--- src/rtl/lag_local_inject_arbiter_pkg.sv ---
// Shared types and defaults for the local injection arbiter and its round-robin core.
package lag_local_inject_arbiter_pkg;

    localparam int unsigned router_num_pls_on_entry = 2;

    localparam int unsigned LAG_NSRC   = 4;
    localparam int unsigned LAG_NPL    = router_num_pls_on_entry;
    localparam int unsigned LAG_FLIT_W = 64;
    localparam int unsigned LAG_CNT_W  = 32;

    typedef logic [LAG_FLIT_W-1:0] flit_t;

    // Bits needed to index n items; a single item still gets one bit.
    function automatic int unsigned idx_w(input int unsigned n);
        return (n > 1) ? $clog2(n) : 1;
    endfunction

endpackage

--- src/rtl/lag_rr_arbiter.sv ---
// Round-robin grant over N requests starting at ptr; produces the pointer for the next cycle.
module lag_rr_arbiter
    import lag_local_inject_arbiter_pkg::*;
#(
    parameter  int unsigned N  = LAG_NSRC,
    localparam int unsigned PW = idx_w(N)
) (
    input  logic [N-1:0]  req,
    input  logic          advance,
    input  logic [PW-1:0] ptr,
    output logic [N-1:0]  gnt_c,
    output logic [PW-1:0] ptr_nxt_c
);

    logic [PW-1:0] idx;
    logic [PW-1:0] win;
    logic          found;

    always_comb begin
        gnt_c     = '0;
        idx       = '0;
        win       = '0;
        found     = 1'b0;
        ptr_nxt_c = ptr;
        for (int k = 0; k < int'(N); k++) begin
            idx = PW'((int'(ptr) + k) % int'(N));
            if (!found && req[idx]) begin
                found      = 1'b1;
                gnt_c[idx] = 1'b1;
                win        = idx;
            end
        end
        if (advance && found) begin
            ptr_nxt_c = (win == PW'(N - 1)) ? '0 : win + PW'(1);
        end
    end

endmodule

--- src/rtl/lag_local_inject_arbiter.sv ---
// Shares one local injection port among NSRC sources: packet-granular lane allocation,
// round-robin flit interleaving, one-cycle registered output, statistics and protocol checking.
module lag_local_inject_arbiter
    import lag_local_inject_arbiter_pkg::*;
#(
    parameter int unsigned NSRC   = LAG_NSRC,
    parameter int unsigned NPL    = LAG_NPL,
    parameter int unsigned FLIT_W = LAG_FLIT_W,
    parameter int unsigned CNT_W  = LAG_CNT_W
) (
    input  logic                   clk,
    input  logic                   rst_n,
    input  logic [NSRC-1:0]        src_valid,
    input  logic [NSRC*FLIT_W-1:0] src_flit,
    input  logic [NSRC-1:0]        src_head,
    input  logic [NSRC-1:0]        src_tail,
    output logic [NSRC-1:0]        src_ready,
    input  logic [NPL-1:0]         lane_full,
    output logic                   inj_valid,
    output logic [FLIT_W-1:0]      inj_flit,
    output logic [NPL-1:0]         inj_lane,
    output logic [CNT_W-1:0]       pkt_count,
    output logic [CNT_W-1:0]       flit_count,
    output logic                   proto_err
);

    localparam int unsigned SW = idx_w(NSRC);
    localparam int unsigned LW = idx_w(NPL);

    logic [NPL-1:0]           lane_busy;
    logic [NPL-1:0][SW-1:0]   lane_owner;
    logic [NSRC-1:0]          src_holds;
    logic [NSRC-1:0][LW-1:0]  src_lane;
    logic [SW-1:0]            rr_ptr;

    logic [SW-1:0]     rr_ptr_nxt_c;
    logic [NSRC-1:0]   elig_c;
    logic [NSRC-1:0]   err_c;
    logic [NSRC-1:0]   gnt_c;
    logic              grant_c;
    logic              any_free_c;
    logic [LW-1:0]     free_lane_c;
    logic [SW-1:0]     win_c;
    logic              win_head_c;
    logic              win_tail_c;
    logic [LW-1:0]     win_lane_c;
    logic [FLIT_W-1:0] win_flit_c;

    // Lowest-index lane that is neither owned nor reported full by the router.
    always_comb begin
        any_free_c  = 1'b0;
        free_lane_c = '0;
        for (int l = int'(NPL) - 1; l >= 0; l--) begin
            if (!lane_busy[l] && !lane_full[l]) begin
                any_free_c  = 1'b1;
                free_lane_c = LW'(l);
            end
        end
    end

    // Body flits ride their owned lane; heads need a free lane; anything else is a violation.
    always_comb begin
        elig_c = '0;
        err_c  = '0;
        for (int i = 0; i < int'(NSRC); i++) begin
            if (src_valid[i]) begin
                if (src_holds[i]) begin
                    err_c[i]  = src_head[i];
                    elig_c[i] = !src_head[i] && !lane_full[src_lane[i]] &&
                                lane_busy[src_lane[i]] &&
                                (lane_owner[src_lane[i]] == SW'(i));
                end else begin
                    err_c[i]  = !src_head[i];
                    elig_c[i] = src_head[i] && any_free_c;
                end
            end
        end
    end

    assign grant_c   = |gnt_c;
    assign src_ready = gnt_c;

    lag_rr_arbiter #(
        .N (NSRC)
    ) u_rr (
        .req       (elig_c),
        .advance   (grant_c),
        .ptr       (rr_ptr),
        .gnt_c     (gnt_c),
        .ptr_nxt_c (rr_ptr_nxt_c)
    );

    always_comb begin
        win_c      = '0;
        win_head_c = 1'b0;
        win_tail_c = 1'b0;
        win_flit_c = '0;
        for (int i = 0; i < int'(NSRC); i++) begin
            if (gnt_c[i]) begin
                win_c      = SW'(i);
                win_head_c = src_head[i];
                win_tail_c = src_tail[i];
                win_flit_c = src_flit[i*FLIT_W +: FLIT_W];
            end
        end
        win_lane_c = win_head_c ? free_lane_c : src_lane[win_c];
    end

    // A tail grant leaves the lane free, so head+tail allocates and releases in one step.
    always_ff @(posedge clk) begin
        if (!rst_n) begin
            lane_busy  <= '0;
            lane_owner <= '0;
            src_holds  <= '0;
            src_lane   <= '0;
            rr_ptr     <= '0;
            inj_valid  <= 1'b0;
            inj_flit   <= '0;
            inj_lane   <= '0;
            pkt_count  <= '0;
            flit_count <= '0;
            proto_err  <= 1'b0;
        end else begin
            rr_ptr    <= rr_ptr_nxt_c;
            inj_valid <= grant_c;
            proto_err <= proto_err | (|err_c);
            if (grant_c) begin
                inj_flit               <= win_flit_c;
                inj_lane               <= NPL'(1) << win_lane_c;
                lane_busy[win_lane_c]  <= !win_tail_c;
                lane_owner[win_lane_c] <= win_c;
                src_holds[win_c]       <= !win_tail_c;
                src_lane[win_c]        <= win_lane_c;
                flit_count             <= flit_count + CNT_W'(1);
                if (win_tail_c) begin
                    pkt_count <= pkt_count + CNT_W'(1);
                end
            end
        end
    end

endmodule

--- config.mk ---
export PLATFORM = sky130hd
export DESIGN_NAME = lag_local_inject_arbiter
export DESIGN_NICKNAME = d
export VERILOG_FILES = /design/src/rtl/lag_local_inject_arbiter_pkg.sv /design/src/rtl/lag_rr_arbiter.sv /design/src/rtl/lag_local_inject_arbiter.sv
export SDC_FILE = /design/constraint.sdc
export NUM_CORES = 1
export LEC_CHECK = 0
export CAP_MARGIN = 20
export CELL_PAD_IN_SITES_DETAIL_PLACEMENT = 1
export CELL_PAD_IN_SITES_GLOBAL_PLACEMENT = 1
export CORE_ASPECT_RATIO = 0.9
export CORE_MARGIN = 10
export CORE_UTILIZATION = 27
export CTS_BUF_LIST = sky130_fd_sc_hd__clkbuf_16
export CTS_CLUSTER_DIAMETER = 200
export DETAILED_ROUTE_END_ITERATION = 16
export PLACE_DENSITY = 0.83
export REMOVE_ABC_BUFFERS = 1
export SLEW_MARGIN = 20
export SYNTH_ARGS = -nofsm -noshare
export SYNTH_HDL_FRONTEND = slang
export SYNTH_SLANG_ARGS = --single-unit
--- constraint.sdc ---
create_clock -name clk -period 6 [get_ports clk]
set_input_delay 0.6 -clock clk [delete_from_list [all_inputs] [get_ports clk]]
set_output_delay 0.6 -clock clk [all_outputs]
set_load 0.05 [all_outputs]
## Word level (Yosys, flattened, before mapping)

Cells that the tools add are included.

- Add/sub/neg operators: 6
- $lt $le $gt $ge: 16
- Equal/unequal tests: 4
- Shift-type cells: 1
- Muxes and demuxes: 100
- Bitwise operators: 4
- Reduce and logical (&&, ||, !) cells: 48

Operators by type and width:

| cell | count |
|---|---|
| $mux 64 | 4 |
| $add 32x1->32 const B | 2 |
| $mux 1 | 60 |
| $mux 2 | 16 |
| $logic_and 1x1->1 | 28 |
| $logic_not 1->1 | 16 |
| $mux 4 | 4 |
| $lt 2x3->1 const B | 5 |
| $bwmux 4 | 3 |
| $or 4x4->4 | 3 |
| $bmux 1 s2 | 5 |
| $demux 1 s2 | 5 |
| $ge 2x1->1 const B | 5 |
| $lt 1x2->1 const B | 5 |
| $reduce_or 4->1 | 2 |
| $eq 2x2->1 const B | 3 |
| $add 2x1->2 const B | 2 |
| $add 2x2->2 const B | 2 |
| $bwmux 2 | 1 |
| $demux 2 s1 | 1 |
| $eq 2x1->1 const B | 1 |
| $logic_not 2->1 | 1 |
| $reduce_and 2->1 | 1 |
| $shl 1x1->2 const A | 1 |
| 3 further kinds | 3 |

- Register bits after elaboration: 148
- Output and inout bits: 136
- Logic and storage cells: 194

## Longest topological paths before layout

Gate-level depths: netlist of the first run.

- Depth after elaboration: 31
- Depth in mapped cells: 16
- Depth with buffers taken out: 12

## By module

A second synthesis of the first run with hierarchy kept.

- Cells, all modules: 966
- Area total of the unflattened synthesis: 8141.6 µm²

Modules (own cells, without submodules):

| module | instances | cells an instance | area an instance (µm²) | sequential area each (µm²) |
|---|---|---|---|---|
| lag_local_inject_arbiter | 1 | 919 | 7744.9 | 2962.8 |
| lag_rr_arbiter | 1 | 47 | 396.6 | 0.0 |

## Least setup slack after synthesis of the first run

No wires, ideal clock.

- Path type: input-to-output
- From: in lane_full[1]
- To: out src_ready[3]
- Data arrival time: 3475 ps
- Data required time: 5400 ps
- Setup slack: 1925 ps
- Cell stages on the path: 11
- Buffers on the path: 3
- Cell sequence: o22a_1 -> nor3_1 -> o21ai_1 -> or3_1 -> a2111oi_2 -> or2_1 -> clkbuf_1 -> a21oi_1 -> inv_2 -> buf_2 -> buf_1

- Longest elaborated chain between the ends: 20
- Elaborated cells on any way between the ends: 64
- Those cells by class: mux: 33; bitwise: 3; reduce/logical: 28

RTL lines:

| what | RTL line | RTL |
|---|---|---|
| start: declaration | lag_local_inject_arbiter.sv:18 | `input logic [NPL-1:0] lane_full,` |
| $mux 1 (not written as such) (2 in series) | lag_local_inject_arbiter.sv:69 | `elig_c[i] = !src_head[i] && !lane_full[src_lane[i]] &&` |
| $logic_not 1->1 | lag_local_inject_arbiter.sv:69 |  |
| $logic_and 1x1->1 (2 in series) | lag_local_inject_arbiter.sv:69 |  |
| $logic_and 1x1->1 | lag_local_inject_arbiter.sv:70 | `lane_busy[src_lane[i]] &&` |
| $mux 1 | lag_local_inject_arbiter.sv:67 | `if (src_holds[i]) begin` |
| $mux 1 | lag_local_inject_arbiter.sv:66 | `if (src_valid[i]) begin` |
| $bmux 1 s2 | lag_rr_arbiter.sv:27 | `if (!found && req[idx]) begin` |
| $mux 1 (not written as such) | lag_rr_arbiter.sv:27 |  |
| (+2 left out) | n/a |  |
| $logic_and 1x1->1 | lag_rr_arbiter.sv:27 |  |
| $mux 1 | lag_rr_arbiter.sv:27 |  |
| $logic_not 1->1 | lag_rr_arbiter.sv:27 |  |
| $logic_and 1x1->1 | lag_rr_arbiter.sv:27 |  |
| $mux 1 | lag_rr_arbiter.sv:27 |  |
| $logic_not 1->1 | lag_rr_arbiter.sv:27 |  |
| $logic_and 1x1->1 | lag_rr_arbiter.sv:27 |  |
| $mux 4 * | lag_rr_arbiter.sv:27 |  |
| end: declaration | lag_local_inject_arbiter.sv:17 | `output logic [NSRC-1:0] src_ready,` |

Every way passes the cells marked *; elsewhere a longest branch is shown, timed or not. The select of a mux whose other input is x is not followed.

## Worst setup path in the final report of the first run

- From: reg rr_ptr[0]
- To: out src_ready[2]

- Longest elaborated chain between the ends: 12
- Elaborated cells on any way between the ends: 47
- Those cells by class: add/sub: 3; order compare: 8; mux: 23; bitwise: 3; reduce/logical: 10

RTL lines:

| what | RTL line | RTL |
|---|---|---|
| start: declaration | lag_local_inject_arbiter.sv:34 | `logic [SW-1:0] rr_ptr;` |
| start signal: assignment | lag_local_inject_arbiter.sv:124 | `rr_ptr <= rr_ptr_nxt_c;` |
| branches (longest 11 deep; another with $lt 2x3->1) | n/a |  |
| $mux 4 * | lag_rr_arbiter.sv:27 |  |

Every way passes the cells marked *. The select of a mux whose other input is x is not followed.

==> results by group, run 1 <==
Synthesis
  • Ys Warns: 0
  • Mapped Area: 8120 sq um
  • Synth top area cells: dfxtp_1 (36%), a221o_1 (8.0%), o211ai_1 (6.7%), a22oi_1 (6.0%), a21oi_1 (5.8%)
  • Asr flop ratio synth: 0
  • Synth Area in Compound Gates: 0.353
  • Top_reg_cell synth: dfxtp_1
  • Post-synth EDFFs: 0
  • Register area share after synthesis: 0.365
  • Area leader, netlist: dfxtp_1
  • Synth Area in Simple Gates: 0.137
  • Mean Syn Cell Area: 8.70 sq um
  • Post-synthesis register bit count: 148
  • Gate Count Post-Synth: 934
  • Yosys cell types: 75
  • Most frequent cells after synthesis: dfxtp_1 (148), a21oi_1 (94), nor2_1 (73), o211ai_1 (72)
  • Top-count cell post-synth: dfxtp_1
  • Synth Area in Adders: 0.0154
  • Post-synthesis mux area share: 0.0220
  • Combinational family with the most area after synthesis: compound AO/OA/AOI/OAI gates
  • Top cell type's share of synthesized area: 0.365
  • XOR/XNOR Fraction of Synth Area: 0.0604

Power and ir drop
  • Max VDD drop: 387 uV
  • Total chip power: 6.56 mW
  • Pwr dens: 499 nW/um^2
  • Leak: 4.61 nW

Setup path
  • Worst path depth: 10
  • Setup CP Type: register to primary output
  • Crit-path max FO: 67
  • R2r setup slk: 0.95 ns
  • Setup crit start kind: register
  • Reg2reg start: rr_ptr[0]$_SDFFE_PN0P_
  • Kind of end point of the critical path: primary output
  • Worst Reg2Reg Path Length in Cells: 12
  • CP top delay family: buffers and inverters
  • CP cell instances: clkinv_1 -> buf_4 -> ha_1 -> or3_1 -> a2111oi_2 -> or2_1 -> a21oi_4 -> inv_2 -> buf_4 -> buf_4
  • Crit path DAT: 4.56 ns
  • Most Frequent Cell on Critical Path: buf_4
  • CP max stage delay: 0.67 ns
  • CP bufs+invs: 5
  • Required time of the critical path: 5.40 ns
  • Worst Setup SP: rr_ptr[0]$_SDFFE_PN0P_
  • Crit path to: src_ready[2]
  • FF-to-FF End: flit_count[30]$_SDFFE_PN0P_
  • CP max stage cell: dfxtp_1

Worst hold path
  • HP Start: pkt_count[9]$_SDFFE_PN0P_
  • Type of the tightest min-delay check: register to register

Timing
  • Final Skew: 0.0120 ns
  • Fin Setup TNS: 0 ns
  • Max_slew headroom: 0.338
  • RSZ-0062 raised after global routing: no
  • Endpoints failing hold: 0
  • Period utilization: 0.860
  • Setup violations, final: 0
  • Max Slew Vio Count: 0
  • Fmax: 194 MHz
  • Slew @ Worst Pin: 0.984 ns
  • Period minus WS final: 5.16 ns

Clocking
  • Post-CTS Hold Fix Bufs: 0
  • Cts bufs inserted: 17
  • Clock sink count: 148
  • Clock latency on the worst-skew pair: 0.43 ns
  • Setup Fix Bufs, Post-CTS: 0
  • CTS tree: built
  • Clock buffer depth: 2
  • Clk pin slew, worst setup/hold paths: 0.07 ns
  • Root buffer cell: clkbuf_16
  • Post-CTS Resized: 0
  • CTS H-tree lvls: 4

Layout
  • Area delta synth->final: 61.9%
  • Final net count: 1,572
  • Share of cells above drive strength 1: 0.0514

Detailed routing
  • Via count: 9,382
  • Initial DRC Count: 540
  • DRC Markers: 0
  • Routed wire length: 41,100 microns
  • Mean routed wirelength per cell: 24.1 microns
  • Post-DRT Antenna Nets: 0
  • Vias/cell: 5.49
  • DRT Pass-1 Iters: 5

Run
  • Maxcap violations: 0

Placement
  • PortBufs: 407
  • Routability Congestion: 0.864
  • Hpwl dp: 31,200 microns

GRT
  • Largest net degree at the start of global routing: 84
  • Initial antenna violation count: 3
  • Grt ovf: 0
  • GRT Resource Usage Total: 0.211
  • Vias in the first global route: 9,845
  • First-pass GRT wire length: 61,800 microns

Die
  • Die height: 185 microns
  • Num rows: 60
  • Die extent in x: 203 microns
  • I/O Pins: 408
  • Placeable Area: 29,800 sq um
  • Die area: 37,400 sq um
  • Initial Util: 0.273

Outcome
  • Outcome: completed
[registers in the layout, summed over array words and instances, names as in the netlist]
register	count
inj_valid	1
src_lane	4
flit_count	32
lane_owner	4
pkt_count	32
rr_ptr	2
src_holds	4
lane_busy	2
proto_err	1
inj_flit	64
inj_lane	2
[metrics by stage]
stage          cell area, sq um  cells  hold slack [ns]  setup slack, ns  utilization
2_1_floorplan              7800    850            0.452            -3.86            -
3_3_place_gp              12600   1674            0.459            0.941        0.421
3_5_place_dp              12600   1674            0.472            0.723        0.421
4_1_cts                   13100   1706            0.494            0.872        0.441
5_1_grt                   13200   1708            0.518            0.554        0.441
6_report                  13200   1708            0.486            0.843        0.441
[worst min path at each step]
stage / end / slack, ns / cells past startpoint
floorplan: lane_owner[0]$_SDFFE_PN0P_ / 0.45 / 2
global placement: inj_lane[1]$_SDFFE_PN0P_ / 0.46 / 2
detailed placement: inj_lane[1]$_SDFFE_PN0P_ / 0.47 / 2
CTS: pkt_count[9]$_SDFFE_PN0P_ / 0.49 / 2
global route: inj_lane[1]$_SDFFE_PN0P_ / 0.52 / 2
finish: pkt_count[9]$_SDFFE_PN0P_ / 0.49 / 2
[area by class of cell]
cell class,instances,area (sq um)
diodes,2,5.00
clock buffers,17,425
clock inverters,15,163
fillers,3414,16600
inverters,17,66.3
multi-input cells,685,4820
flip-flops and latches,148,2960
well taps,403,504
repair buffers,421,4210
[logic make-up (layout without fill, tap and decap cells)]
group | count (synthesis) | count (layout)
simple gates | 217 | 217
xor+xnor | 56 | 56
mux | 14 | 14
other cells | 0 | 2
fa+ha+maj | 10 | 10
compound gates | 388 | 388
buf+inv | 101 | 470
flops | 148 | 148
[layer usage]
| metal | wire length (microns) | track usage |
|---|---|---|
| met1 | 16700 | 0.242 |
| met2 | 21100 | 0.379 |
| met3 | 2420 | 0.0542 |
| met4 | 891 | 0.0566 |
| met5 | 18 | 0 |
[cells in the final DEF (no fill, tap or decap), types with 13 or more instances in the layout]
master | Yosys | final
clkdlybuf4s50_1 | 0 | 405
dfxtp_1 | 148 | 148
a21oi_1 | 94 | 93
nor2_1 | 73 | 73
o211ai_1 | 72 | 72
a22oi_1 | 65 | 65
a221o_1 | 65 | 65
xor2_1 | 38 | 38
nand2_1 | 38 | 37
o21ai_0 | 23 | 23
nand3_1 | 21 | 21
xnor2_1 | 18 | 18
and3_1 | 17 | 17
clkbuf_16 | 0 | 17
inv_1 | 13 | 13
buf_4 | 0 | 13
[tightest hold or removal path, cell delays in order (launching register included)]
cell,delay [ns]
dfxtp_1,0.32
nand2_1,0.06
mux2i_1,0.06
[where the power goes]
group	switching [mW]	total, mW	internal (mW)
clock	0.514	1.11	0.593
combinational	2.58	4.09	1.50
sequential	0.166	1.37	1.20
total	3.26	6.56	3.30
No activity file was read; power rests on OpenSTA's default activity.
==> run 2, diff against run 1 <==
--- a/config.mk
+++ b/config.mk
@@ -11,7 +11,7 @@
 export CORE_ASPECT_RATIO = 0.9
 export CORE_MARGIN = 10
 export CORE_UTILIZATION = 27
-export CTS_BUF_LIST = sky130_fd_sc_hd__clkbuf_16
+export CTS_BUF_LIST = sky130_fd_sc_hd__clkbuf_8
 export CTS_CLUSTER_DIAMETER = 200
 export DETAILED_ROUTE_END_ITERATION = 16
 export PLACE_DENSITY = 0.83
@@ -19,4 +19,5 @@
 export SLEW_MARGIN = 20
 export SYNTH_ARGS = -nofsm -noshare
 export SYNTH_HDL_FRONTEND = slang
+export SYNTH_HIERARCHICAL = 1
 export SYNTH_SLANG_ARGS = --single-unit
==> run 2 against run 1 <==
Effect of this change: hold slack better by 0.0051 ns; sequential share of layout area increased by 0.22 points; largest cell class unchanged; combinational power decreased by 16%; critical path depth rose by 2; maximum frequency up 0.73%; wire length is 1.8% lower; final cell count rose by 2.9%; total power shrank 15%; sequential cell count unchanged.
==> results by group, run 2 <==
Layout
  • Commonest non-fill, non-tap cells in the layout: clkdlybuf4s50_1 (407), nor2_1 (189), dfxtp_1 (148), a22oi_1 (72)
  • Max reg flops: 64
  • Most flops, register: inj_flit
  • Fillers: 3,456
  • Multi-input gate area: 4860 sq um
  • Largest registers: inj_flit x64, flit_count x32, pkt_count x32
  • Register area: 2960 sq um
  • Design area: 13,000 sq um
  • Final net count: 1,615
  • Share of cells above drive strength 1: 0.0993
  • Area delta synth->final: 60.0%
  • Commonest non-fill, non-tap cell in the layout: clkdlybuf4s50_1

GRT
  • GRT Resource Usage Total: 0.204
  • Grt ovf: 0
  • Vias in the first global route: 9,515
  • First-pass GRT wire length: 58,500 microns
  • Initial antenna violation count: 8
  • Largest net degree at the start of global routing: 80

Setup path
  • Required time of the critical path: 5.40 ns
  • Setup CP Type: input pin to primary output
  • CP max stage delay: 1.07 ns
  • CP cell instances: clkdlybuf4s50_1 -> nand3b_1 -> nor3_1 -> a31oi_1 -> o22ai_1 -> and2_1 -> mux4_1 -> nor2b_1 -> nor3b_1 -> a22oi_1 -> o21ai_4 -> clkdlybuf4s50_1
  • Setup crit start kind: input pin
  • Worst Setup SP: lane_full[0]
  • Crit path DAT: 4.52 ns
  • Kind of end point of the critical path: primary output
  • Reg2reg start: rr_ptr[0]$_SDFF_PN0_
  • CP top delay family: buffers and inverters
  • CP bufs+invs: 2
  • Most Frequent Cell on Critical Path: clkdlybuf4s50_1
  • CP max stage cell: clkdlybuf4s50_1
  • Crit-path max FO: 13
  • R2r setup slk: 1.33 ns

Timing
  • Fmax: 195 MHz
  • Min setup slack post-route: 0.880 ns
  • Setup violations, final: 0
  • Max Slew Vio Count: 0
  • Slew @ Worst Pin: 0.867 ns
  • Endpoints failing hold: 0
  • Period minus WS final: 5.12 ns
  • Max_slew headroom: 0.422
  • Period utilization: 0.853
  • RSZ-0062 raised after global routing: no
  • Final Skew: 0.0200 ns

Detailed routing
  • Initial DRC Count: 324
  • Via count: 9,129
  • DRC Markers: 0
  • Mean routed wirelength per cell: 23.0 microns
  • Routed wire length: 40,400 microns
  • Vias/cell: 5.20
  • DRT Pass-1 Iters: 4
  • Post-DRT Antenna Nets: 0

Placement
  • PortBufs: 407
  • Hpwl dp: 31,600 microns
  • Dpl ws: 0.720 ns
  • Routability Congestion: 0.898
  • Placed inst area: 12,600 sq um

Clocking
  • CTS tree: built
  • Setup Fix Bufs, Post-CTS: 0
  • Clock latency on the worst-skew pair: 0.48 ns
  • Clk pin slew, worst setup/hold paths: 0.10 ns
  • CTS H-tree lvls: 4
  • Post-CTS Resized: 0
  • Cts bufs inserted: 17
  • Root buffer cell: clkbuf_8
  • Clock buffer depth: 2
  • Post-CTS Hold Fix Bufs: 0
  • Clock sink count: 148

Run
  • Maxcap violations: 0

Synthesis
  • Synth Area in Simple Gates: 0.227
  • Post-synthesis register bit count: 148
  • Gate Count Post-Synth: 966
  • Mapped Area: 8140 sq um
  • Top cell type's share of synthesized area: 0.364
  • Register area share after synthesis: 0.364
  • Mean Syn Cell Area: 8.43 sq um
  • Combinational family with the most area after synthesis: simple AND/OR/NAND/NOR gates
  • Top-count cell post-synth: nor2_1
  • XOR/XNOR Fraction of Synth Area: 0.0420
  • Top_reg_cell synth: dfxtp_1
  • Asr flop ratio synth: 0
  • Synth Area in Adders: 0.0108
  • Area leader, netlist: dfxtp_1
  • Ys Warns: 6
  • Synth Area in Compound Gates: 0.203
  • Synth top area cells: dfxtp_1 (36%), mux2_2 (8.9%), nor2_1 (8.7%), a221oi_1 (6.9%), a22oi_1 (6.6%)
  • Post-synth EDFFs: 0
  • Yosys cell types: 61
  • Post-synthesis mux area share: 0.107
  • Most frequent cells after synthesis: nor2_1 (189), dfxtp_1 (148), a22oi_1 (72), a221oi_1 (64), mux2_2 (64)

Power and ir drop
  • Comb pwr share: 0.617
  • Pwr dens: 427 nW/um^2
  • Fraction of power consumed by sequential logic: 0.234
  • Leak: 4.59 nW
  • Switch share: 0.486
  • Internal power: 2.86 mW
  • Clock share of power: 0.149
  • Psw: 2.70 mW
  • Max VDD drop: 356 uV

Outcome
  • Outcome: completed

Worst hold path
  • Type of the tightest min-delay check: register to register
  • HP Start: pkt_count[31]$_SDFFE_PN0P_

Die
  • Die area: 37,500 sq um
  • Num rows: 60
  • Placeable Area: 29,800 sq um
  • Die height: 185 microns
  • Initial Util: 0.273
  • I/O Pins: 408
  • Die extent in x: 203 microns
==> run 2: power groups by stage <==
stage               registers, mW  clock network [mW]  logic [mW]
finish                       1.30               0.829        3.44
global route                 1.33               0.897        3.72
CTS                          1.30               0.864        3.46
detailed placement           1.32                   0        3.44
global placement             1.31                   0        3.35
floorplan                    1.71                   0        2.04
==> run 2: layer usage <==
layer	vias up	GRT usage	wire length [microns]
met1	4496	0.222	15500
met4	6	0.0713	724
met5	-	0	43
li1	4305	-	-
met2	283	0.359	21000
met3	39	0.0723	3170
==> run 2: final timing paths <==
| path | cells after the start | endpoint |
|---|---|---|
| max | 12 | src_ready[2] |
| min | 2 | pkt_count[31]$_SDFFE_PN0P_ |
| max reg2reg | 12 | pkt_count[26]$_SDFFE_PN0P_ |
| min reg2reg | 2 | pkt_count[31]$_SDFFE_PN0P_ |
==> run 2: cells by family after synthesis <==
kind of cell | after synthesis
mux | 74
xor+xnor | 39
buf+inv | 91
flops | 148
fa+ha+maj | 7
compound gates | 227
simple gates | 380
==> run 2: cell type report <==
type	count	area share
multi-input cells	727	0.373
repair buffers	425	0.324
flip-flops and latches	148	0.227
well taps	403	0.0387
clock buffers	17	0.0180
clock inverters	15	0.0127
inverters	17	0.00509
diodes	5	0.000960
==> run 2: metrics by stage <==
step	total power, mW	hold slack, ns	utilization	instances	TNS [ns]
finish	5.57	0.491	0.437	1757	0
detailed placement	4.76	0.483	0.423	1720	0
global placement	4.66	0.465	0.423	1720	0
CTS	5.62	0.497	0.437	1752	0
floorplan	3.74	0.456	-	892	-1389.72
global route	5.94	0.539	0.437	1757	0
==> run 2: worst register-to-register path, stage by stage, from the launching register on <==
cell and delay [ns]:
dfxtp_1 0.70, inv_1 0.18, ha_1 0.42, mux4_2 0.62, nor3b_1 0.47, a22oi_1 0.20, o21ai_4 0.24, nor2_1 0.20
a311oi_2 0.23, buf_4 0.30, nand4_1 0.41, or3_1 0.48, a21oi_1 0.15
==> run 3, diff against run 2 <==
--- a/config.mk
+++ b/config.mk
@@ -8,7 +8,6 @@
 export CAP_MARGIN = 20
 export CELL_PAD_IN_SITES_DETAIL_PLACEMENT = 1
 export CELL_PAD_IN_SITES_GLOBAL_PLACEMENT = 1
-export CORE_ASPECT_RATIO = 0.9
 export CORE_MARGIN = 10
 export CORE_UTILIZATION = 27
 export CTS_BUF_LIST = sky130_fd_sc_hd__clkbuf_8
==> constraint.sdc (replaced) <==
create_clock -name clk -period 6.64 [get_ports clk]
set_input_delay 0.664 -clock clk [delete_from_list [all_inputs] [get_ports clk]]
set_output_delay 0.664 -clock clk [all_outputs]
set_load 0.05 [all_outputs]
==> run 3 against run 2 <==
Effect of this change: die area about the same; register-to-register slack improved by 0.34 ns; critical path depth is the same; clock power decreased by 4.9%; sequential share of layout area increased by 0.072 points; critical path type unchanged.
==> results by group, run 3 (synthesis results as in run 2) <==
Timing
  • Period minus WS final: 5.58 ns
  • Slew @ Worst Pin: 1.11 ns
  • Max_slew headroom: 0.261
  • Setup violations, final: 0
  • Max Slew Vio Count: 0
  • RSZ-0062 raised after global routing: no
  • Endpoints failing hold: 0
  • Minimum hold slack: 0.505 ns
  • Period utilization: 0.841
  • Final Skew: 0.0253 ns
  • Fmax: 179 MHz

Layout
  • Largest registers: inj_flit x64, flit_count x32, pkt_count x32
  • Design area: 13,000 sq um
  • Most flops, register: inj_flit
  • Finished Layout Cells: 1,740
  • Final net count: 1,610
  • Fin util: 0.437
  • Commonest non-fill, non-tap cells in the layout: clkdlybuf4s50_1 (407), nor2_1 (189), dfxtp_1 (148), a22oi_1 (72)
  • Commonest non-fill, non-tap cell in the layout: clkdlybuf4s50_1
  • Share of cells above drive strength 1: 0.0953
  • Area delta synth->final: 59.5%
  • Max reg flops: 64

Worst hold path
  • Type of the tightest min-delay check: register to register

Setup path
  • Crit path DAT: 4.92 ns
  • Required time of the critical path: 5.98 ns
  • Setup crit start kind: input pin
  • Setup CP Type: input pin to primary output
  • CP max stage delay: 1.00 ns
  • Crit-path max FO: 33
  • Most Frequent Cell on Critical Path: clkdlybuf4s50_1
  • Kind of end point of the critical path: primary output
  • CP max stage cell: clkdlybuf4s50_1
  • CP cell instances: clkdlybuf4s50_1 -> and3b_1 -> a31oi_1 -> o22ai_1 -> and2_1 -> mux4_1 -> nor2b_1 -> nor3b_1 -> a22oi_1 -> o21ai_4 -> buf_4 -> clkdlybuf4s50_1

Clocking
  • Post-CTS Hold Fix Bufs: 0
  • Setup Fix Bufs, Post-CTS: 0
  • Clock buffer depth: 2
  • Clock latency on the worst-skew pair: 0.45 ns
  • CTS H-tree lvls: 4
  • CTS tree: built
  • Root buffer cell: clkbuf_8
  • Clk pin slew, worst setup/hold paths: 0.09 ns
  • Post-CTS Resized: 0
  • Clock sink count: 148
  • Cts bufs inserted: 17

Die
  • I/O Pins: 408
  • Die area: 37,500 sq um
  • Die extent in x: 194 microns
  • Die height: 194 microns
  • Num rows: 63
  • Initial Util: 0.274
  • Placeable Area: 29,700 sq um

Detailed routing
  • DRC Markers: 0
  • Via count: 9,130
  • Mean routed wirelength per cell: 22.9 microns
  • Routed wire length: 39,900 microns
  • Vias/cell: 5.25
  • DRT Pass-1 Iters: 5
  • Post-DRT Antenna Nets: 0
  • Initial DRC Count: 372

Power and ir drop
  • Pwr dens: 386 nW/um^2
  • Internal power: 2.62 mW
  • Clock share of power: 0.157
  • Psw: 2.39 mW
  • Switch share: 0.477
  • Fraction of power consumed by sequential logic: 0.234
  • Comb pwr share: 0.609
  • Max VDD drop: 390 uV
  • Leak: 4.57 nW

Run
  • Maxcap violations: 0

GRT
  • First-pass GRT wire length: 59,800 microns
  • Grt ovf: 0
  • Largest net degree at the start of global routing: 86
  • Initial antenna violation count: 11
  • Vias in the first global route: 9,606
  • GRT Resource Usage Total: 0.201

Placement
  • Placed insts: 1,702
  • PortBufs: 407
  • Hpwl dp: 30,700 microns
  • Placed inst area: 12,500 sq um
  • Routability Congestion: 0.842

Outcome
  • Outcome: completed
[run 3: cell count changes in the layout (fill, tap and decap cells not counted)]
cell,before,now
buf_4,17,13
inv_8,4,0
bufinv_16,1,3
diode_2,5,7
buf_12,1,0
clkbuf_8,17,18
clkinv_4,3,2
clkinv_8,1,0
clkinvlp_4,1,2
inv_6,4,5
[run 3: through the flow]
step / power, mW / setup TNS, ns / setup slack (ns)
global route: 5.35 / 0 / 0.857
detailed placement: 4.25 / 0 / 0.968
finish: 5.01 / 0 / 1.06
CTS: 5.05 / 0 / 1.14
global placement: 4.16 / 0 / 1.20
floorplan: 3.38 / -1303.51 / -12.16
[run 3: layer usage]
layer | routed length (microns) | up-vias | part of all wire | track usage
li1 | - | 4291 | - | -
met1 | 15300 | 4511 | 0.38 | 0.219
met2 | 20600 | 293 | 0.52 | 0.358
met3 | 3420 | 27 | 0.086 | 0.0775
met4 | 515 | 8 | 0.013 | 0.0461
met5 | 60 | - | 0.0015 | 0
[run 3: power groups by stage]
stage                     Sequential, mW  Combinational, mW  Clock [mW]
after floorplan                     1.54               1.84           0
after global placement              1.18               2.97           0
after detailed placement            1.19               3.05           0
after CTS                           1.17               3.07       0.812
after global routing                1.20               3.31       0.849
final                               1.17               3.05       0.788
[run 3: cell type report]
class                   count  area (sq um)
diodes                      7          17.5
well taps                 390           488
inverters                  17          66.3
repair buffers            420          4170
clock inverters            13           171
fillers                  3460         16700
multi-input cells         727          4860
clock buffers              18           248
flip-flops and latches    148          2960
[run 3: worst max-delay path: cells and delay by family]
family / cells / cell delay [ns]
mux: 1 / 0.54
buf+inv: 3 / 1.96
compound gates: 4 / 0.62
simple gates: 4 / 1.08
[run 3: worst paths after layout]
kind | start | endpoint | depth (start not counted) | slack, ns
hold / removal | flit_count[26]$_SDFFE_PN0P_ | flit_count[26]$_SDFFE_PN0P_ | 2 | 0.51
setup reg to reg | rr_ptr[0]$_SDFF_PN0_ | pkt_count[26]$_SDFFE_PN0P_ | 12 | 1.67
setup / recovery | lane_full[1] | src_ready[0] | 12 | 1.06
hold reg to reg | flit_count[26]$_SDFFE_PN0P_ | flit_count[26]$_SDFFE_PN0P_ | 2 | 0.51
==> variant 1: new RTL, config.mk and constraints of run 2 <==
`LAG_NSRC`: 4 -> 6.
--- a/src/rtl/lag_local_inject_arbiter_pkg.sv
+++ b/src/rtl/lag_local_inject_arbiter_pkg.sv
@@ -3,7 +3,7 @@
 
     localparam int unsigned router_num_pls_on_entry = 2;
 
-    localparam int unsigned LAG_NSRC   = 4;
+    localparam int unsigned LAG_NSRC   = 6;
     localparam int unsigned LAG_NPL    = router_num_pls_on_entry;
     localparam int unsigned LAG_FLIT_W = 64;
     localparam int unsigned LAG_CNT_W  = 32;
Interface: changed (5 resized); port bits go from 408 to 544. No check against the original RTL was run, so the function may have changed too.
==> variant 1 against run 2 <==
Synthesized area rose by 26%; worst hold slack got worse by 0.0071 ns; die area rose by 23%; clock skew fell by 0.00074 ns; combinational power rose by 82%; sequential cell count rose by 7; via count rose by 48%; wire length rose by 58%; setup slack got worse by 0.61 ns; global-route usage rose by 5.4 points; power rose by 54%; cell area rose by 29%; count of clock-buffer cells in the layout did not move; largest power group unchanged; highest routed layer is now met4.
==> variant 1: results (changes against run 2) <==
Status: finished, final reports clean
Placed Instance Area: 16,300 sq um (+29%)
Clk Latency, worst-skew pair: 0.52 ns (+0.04 ns)
GP Congestion: 0.994 (+11%)
Post-DR vias/cell: 5.70 (+9.7%)
Top fanout value on the critical path: 55 (+42)
Max stage delay cell, worst path: dfxtp_1
Synth top area cells: dfxtp_1 (30%), a221oi_1 (11%), a21oi_1 (8.6%)
Pre-antenna DRT Iters: 5 (+1)
Global-route wire length before repair: 89,900 um (+54%)
DPL Wire Length: 48,900 um (+55%)
IO Port Bufs: 543 (+33%)
Largest net degree at the start of global routing: 126 (+57%)
Rel. slew slack: 51.9% (+9.7 points)
Initial antenna violation count: 20 (+12)
Leak: 5.72 nW (+25%)
Sequential area share after synthesis: 30.2% (-6.2 points)
Post-synthesis cell type count: 75 (+23%)
Vias in the first global route: 13.8k (+45%)
Post-Route WL: 63,800 um (+58%)
Layout cell share with drive strength beyond 1: 6.35% (-3.6 points)
Syn_area_per_cell: 7.51 sq um (-11%)
Initial DRC count: 834 (+160%)
Slowest Stage Delay on Critical Path: 0.65 ns (-0.42 ns)
Pre-CTS WS: 0.0222 ns (-0.698 ns)
Clk_skew: 0.0193 ns (-0.000745 ns)
Hold Crit Class: reg2reg
Largest registers: inj_flit x64, flit_count x32, pkt_count x32
Nets@finish: 2,279 (+41%)
VDD IR max: 0.637 mV (+79%)
Largest delay share family, worst path: compound AO/OA/AOI/OAI gates
CP Data Arrival Time: 5.13 ns (+0.61 ns)
Post-synth top cells: a21oi_1 (176), dfxtp_1 (155), nor2_1 (134), a221oi_1 (131), nand2_1 (127)
Layout Cells excl Fill: 2,374 (+35%)
-- variant 1: changes by cell type after synthesis, moves of 55 or more --
cell / change
a21oi_1: +150
a221oi_1: +67
a22oi_1: -70
mux2_2: -62
nand2_1: +88
nand3b_1: +68
nor2_1: -55
o21ai_0: +63
-- variant 1: kinds of logic after synthesis --
group                      Yosys count  synth area share [%]
AOI/OAI and AO/OA                  486                  31.2
adders and majority gates           12                  1.46
xor gates and xnor gates            50                  4.34
buffers and inverters              148                  5.83
muxes                               15                  1.60
and+or+nand+nor                    500                  25.3
DFF                                155                  30.2
-- variant 1: worst paths after layout --
path	start	slack, ns	cells after the start	to
worst min-delay path	inj_lane[0]	0.48	2	inj_lane[0]
worst max-delay path	rr_ptr[2]	0.27	14	src_ready[4]
worst min register to register	inj_lane[0]	0.48	2	inj_lane[0]
worst max register to register	rr_ptr[2]	0.47	19	lane_busy[1]
-- variant 1: routing by layer --
layer	wire (um)	vias up	track usage [%]
met5	0	-	0
met3	5740	99	9.16
met1	25200	6738	29.2
li1	-	6116	-
met2	30500	578	43.5
met4	2410	0	10.1
-- variant 1: power breakdown --
group          internal [mW]  total (mW)  switching [mW]  leakage, nW
sequential              1.27        1.45           0.183         1.27
clock                  0.343       0.848           0.505        0.200
combinational           2.35        6.26            3.91         4.25
total                   3.96        8.55            4.60         5.72
-- variant 1: repair_timing --
action / 4_1_cts / 5_1_grt
gates resized for setup: 0 / 6
setup endpoints to repair: 0 / 7
buffers inserted: 0 / 2
-- variant 1: final cells by class --
cell class                      count  area (sq um)
Clock inverter                     15           155
Antenna cell                       17          42.5
Fill cell                        4530         20600
Multi-Input combinational cell   1063          6630
Clock buffer                       17           234
Timing Repair Buffer              593          5940
Inverter                           31           119
Sequential cell                   155          3100
Tap cell                          483           604
==> variant 2: new RTL, settings of run 2 <==
Without the edit above. Reset style: asynchronous (`rst_n`), changed in one clocked block.
--- a/src/rtl/lag_local_inject_arbiter.sv
+++ b/src/rtl/lag_local_inject_arbiter.sv
@@ -107,7 +107,7 @@
     end
 
     // A tail grant leaves the lane free, so head+tail allocates and releases in one step.
-    always_ff @(posedge clk) begin
+    always_ff @(posedge clk or negedge rst_n) begin
         if (!rst_n) begin
             lane_busy  <= '0;
             lane_owner <= '0;
Behaviour: not the same (a bounded check fails within 4 cycles, from zero or initial values and one cycle with rst_n low; the reset may be asserted at any time).
==> variant 2 against run 2 <==
Register-to-register slack worse by 0.27 ns; first-iteration DRC count is 22% higher; cell area is 1.7% lower; global-route usage is 1.1 points lower; setup slack worse by 0.44 ns; sequential cell count stayed put; synthesized area is 2.4% lower; wire length is 9.1% lower; largest cell class is now non-clock buffers.
Power is not compared: it rests on default switching activity, and its combinational part moved more than twofold at a synthesized area within 25%.
==> variant 2: results (changes against run 2) <==
DR WL met3: 2850 um (-10%)
Status: finished, final reports clean
Setup crit start: lane_full[1]
Vias in the first global route: 9,246 (-2.8%)
Clk Latency, worst-skew pair: 0.46 ns (-0.02 ns)
Global-route wire length before repair: 56,000 um (-4.3%)
Worst Setup EP: src_ready[1]
Layout Cells excl Fill: 1,643 (-6.5%)
Syn_area_per_cell: 9.36 sq um (+11%)
Clk_skew: 0.0181 ns (-0.00191 ns)
Slowest Stage Delay on Critical Path: 0.98 ns (-0.09 ns)
Met1 usage: 21.7% (-0.43 points)
CP Data Arrival Time: 4.96 ns (+0.44 ns)
Hold Crit Class: in2async
DPL Wire Length: 29,400 um (-7.0%)
Nets@finish: 1,512 (-6.4%)
WL met2: 18,900 um (-9.8%)
Sequential area share after synthesis: 46.6% (+10 points)
Synth Flop Type: dfrtp_1
Flop2flop setup slack: 1.06 ns (-0.27 ns)
Overall global routing resource usage: 19.3% (-1.1 points)
Pre-antenna DRT Iters: 6 (+2)
Layout cell share with drive strength beyond 1: 5.30% (-4.6 points)
Post-DR vias/cell: 5.05 (-2.7%)
Worst reg2reg endpoint: pkt_count[10]
Fin Hold WS: 0.176 ns (-0.316 ns)
Routed met1 length: 14,400 um (-6.5%)
Pin slew with the least headroom to its limit: 1.07 ns (+0.205 ns)
Critical R2R Launch: lane_busy[0]
Initial antenna violation count: 5 (-3)
Synth async-reset ratio: 100% (+100 points)
Post-Synth XOR/XNOR Area: 6.95% (+2.8 points)
Post-synthesis cell type count: 57 (-6.6%)
Cell depth of the worst flop-to-flop path: 17 (+5)
Top fanout value on the critical path: 10 (-3)
Synth top area cells: dfrtp_1 (47%), o21ai_0 (5.8%), xnor2_1 (5.3%)
Mux cell area share after synthesis: 1.70% (-9.0 points)
Synth Area in Compound Gates: 22.6% (+2.3 points)
GP Congestion: 0.846 (-5.8%)
Pre-CTS WS: 0.420 ns (-0.300 ns)
-- variant 2: cell count changes after synthesis, sizes merged, moves of 17 or more --
cell           run 2  this run
o21ai             31        92
xnor2             16        48
nor2             189        92
nand2             39        84
dfrtp              0       148
mux2              64         1
or3               20         1
dfxtp            148         0
a221oi            64        46
a22oi             72        55
a221o              0        19
-- variant 2: cell type report --
type,count,area [sq um]
clock inverters,14,115
clock buffers,18,248
fillers,3307,16100
well taps,396,495
repair buffers,422,4200
flip-flops and latches,148,3700
inverters,17,63.8
diodes,1,2.50
multi-input cells,627,3980
-- variant 2: through the flow --
stage	setup TNS, ns	area, sq um
3_3_place_gp	0	12400
2_1_floorplan	-1295.07	7700
5_1_grt	0	12800
3_5_place_dp	0	12400
6_report	0	12800
4_1_cts	0	12800
-- variant 2: report_power, final --
part | internal, mW | leakage (nW) | total, mW | switching, mW
sequential | 0.997 | 2.01 | 0.997 | 0
clock | 0.309 | 0.183 | 0.757 | 0.448
combinational | 0.171 | 3.14 | 0.239 | 0.0685
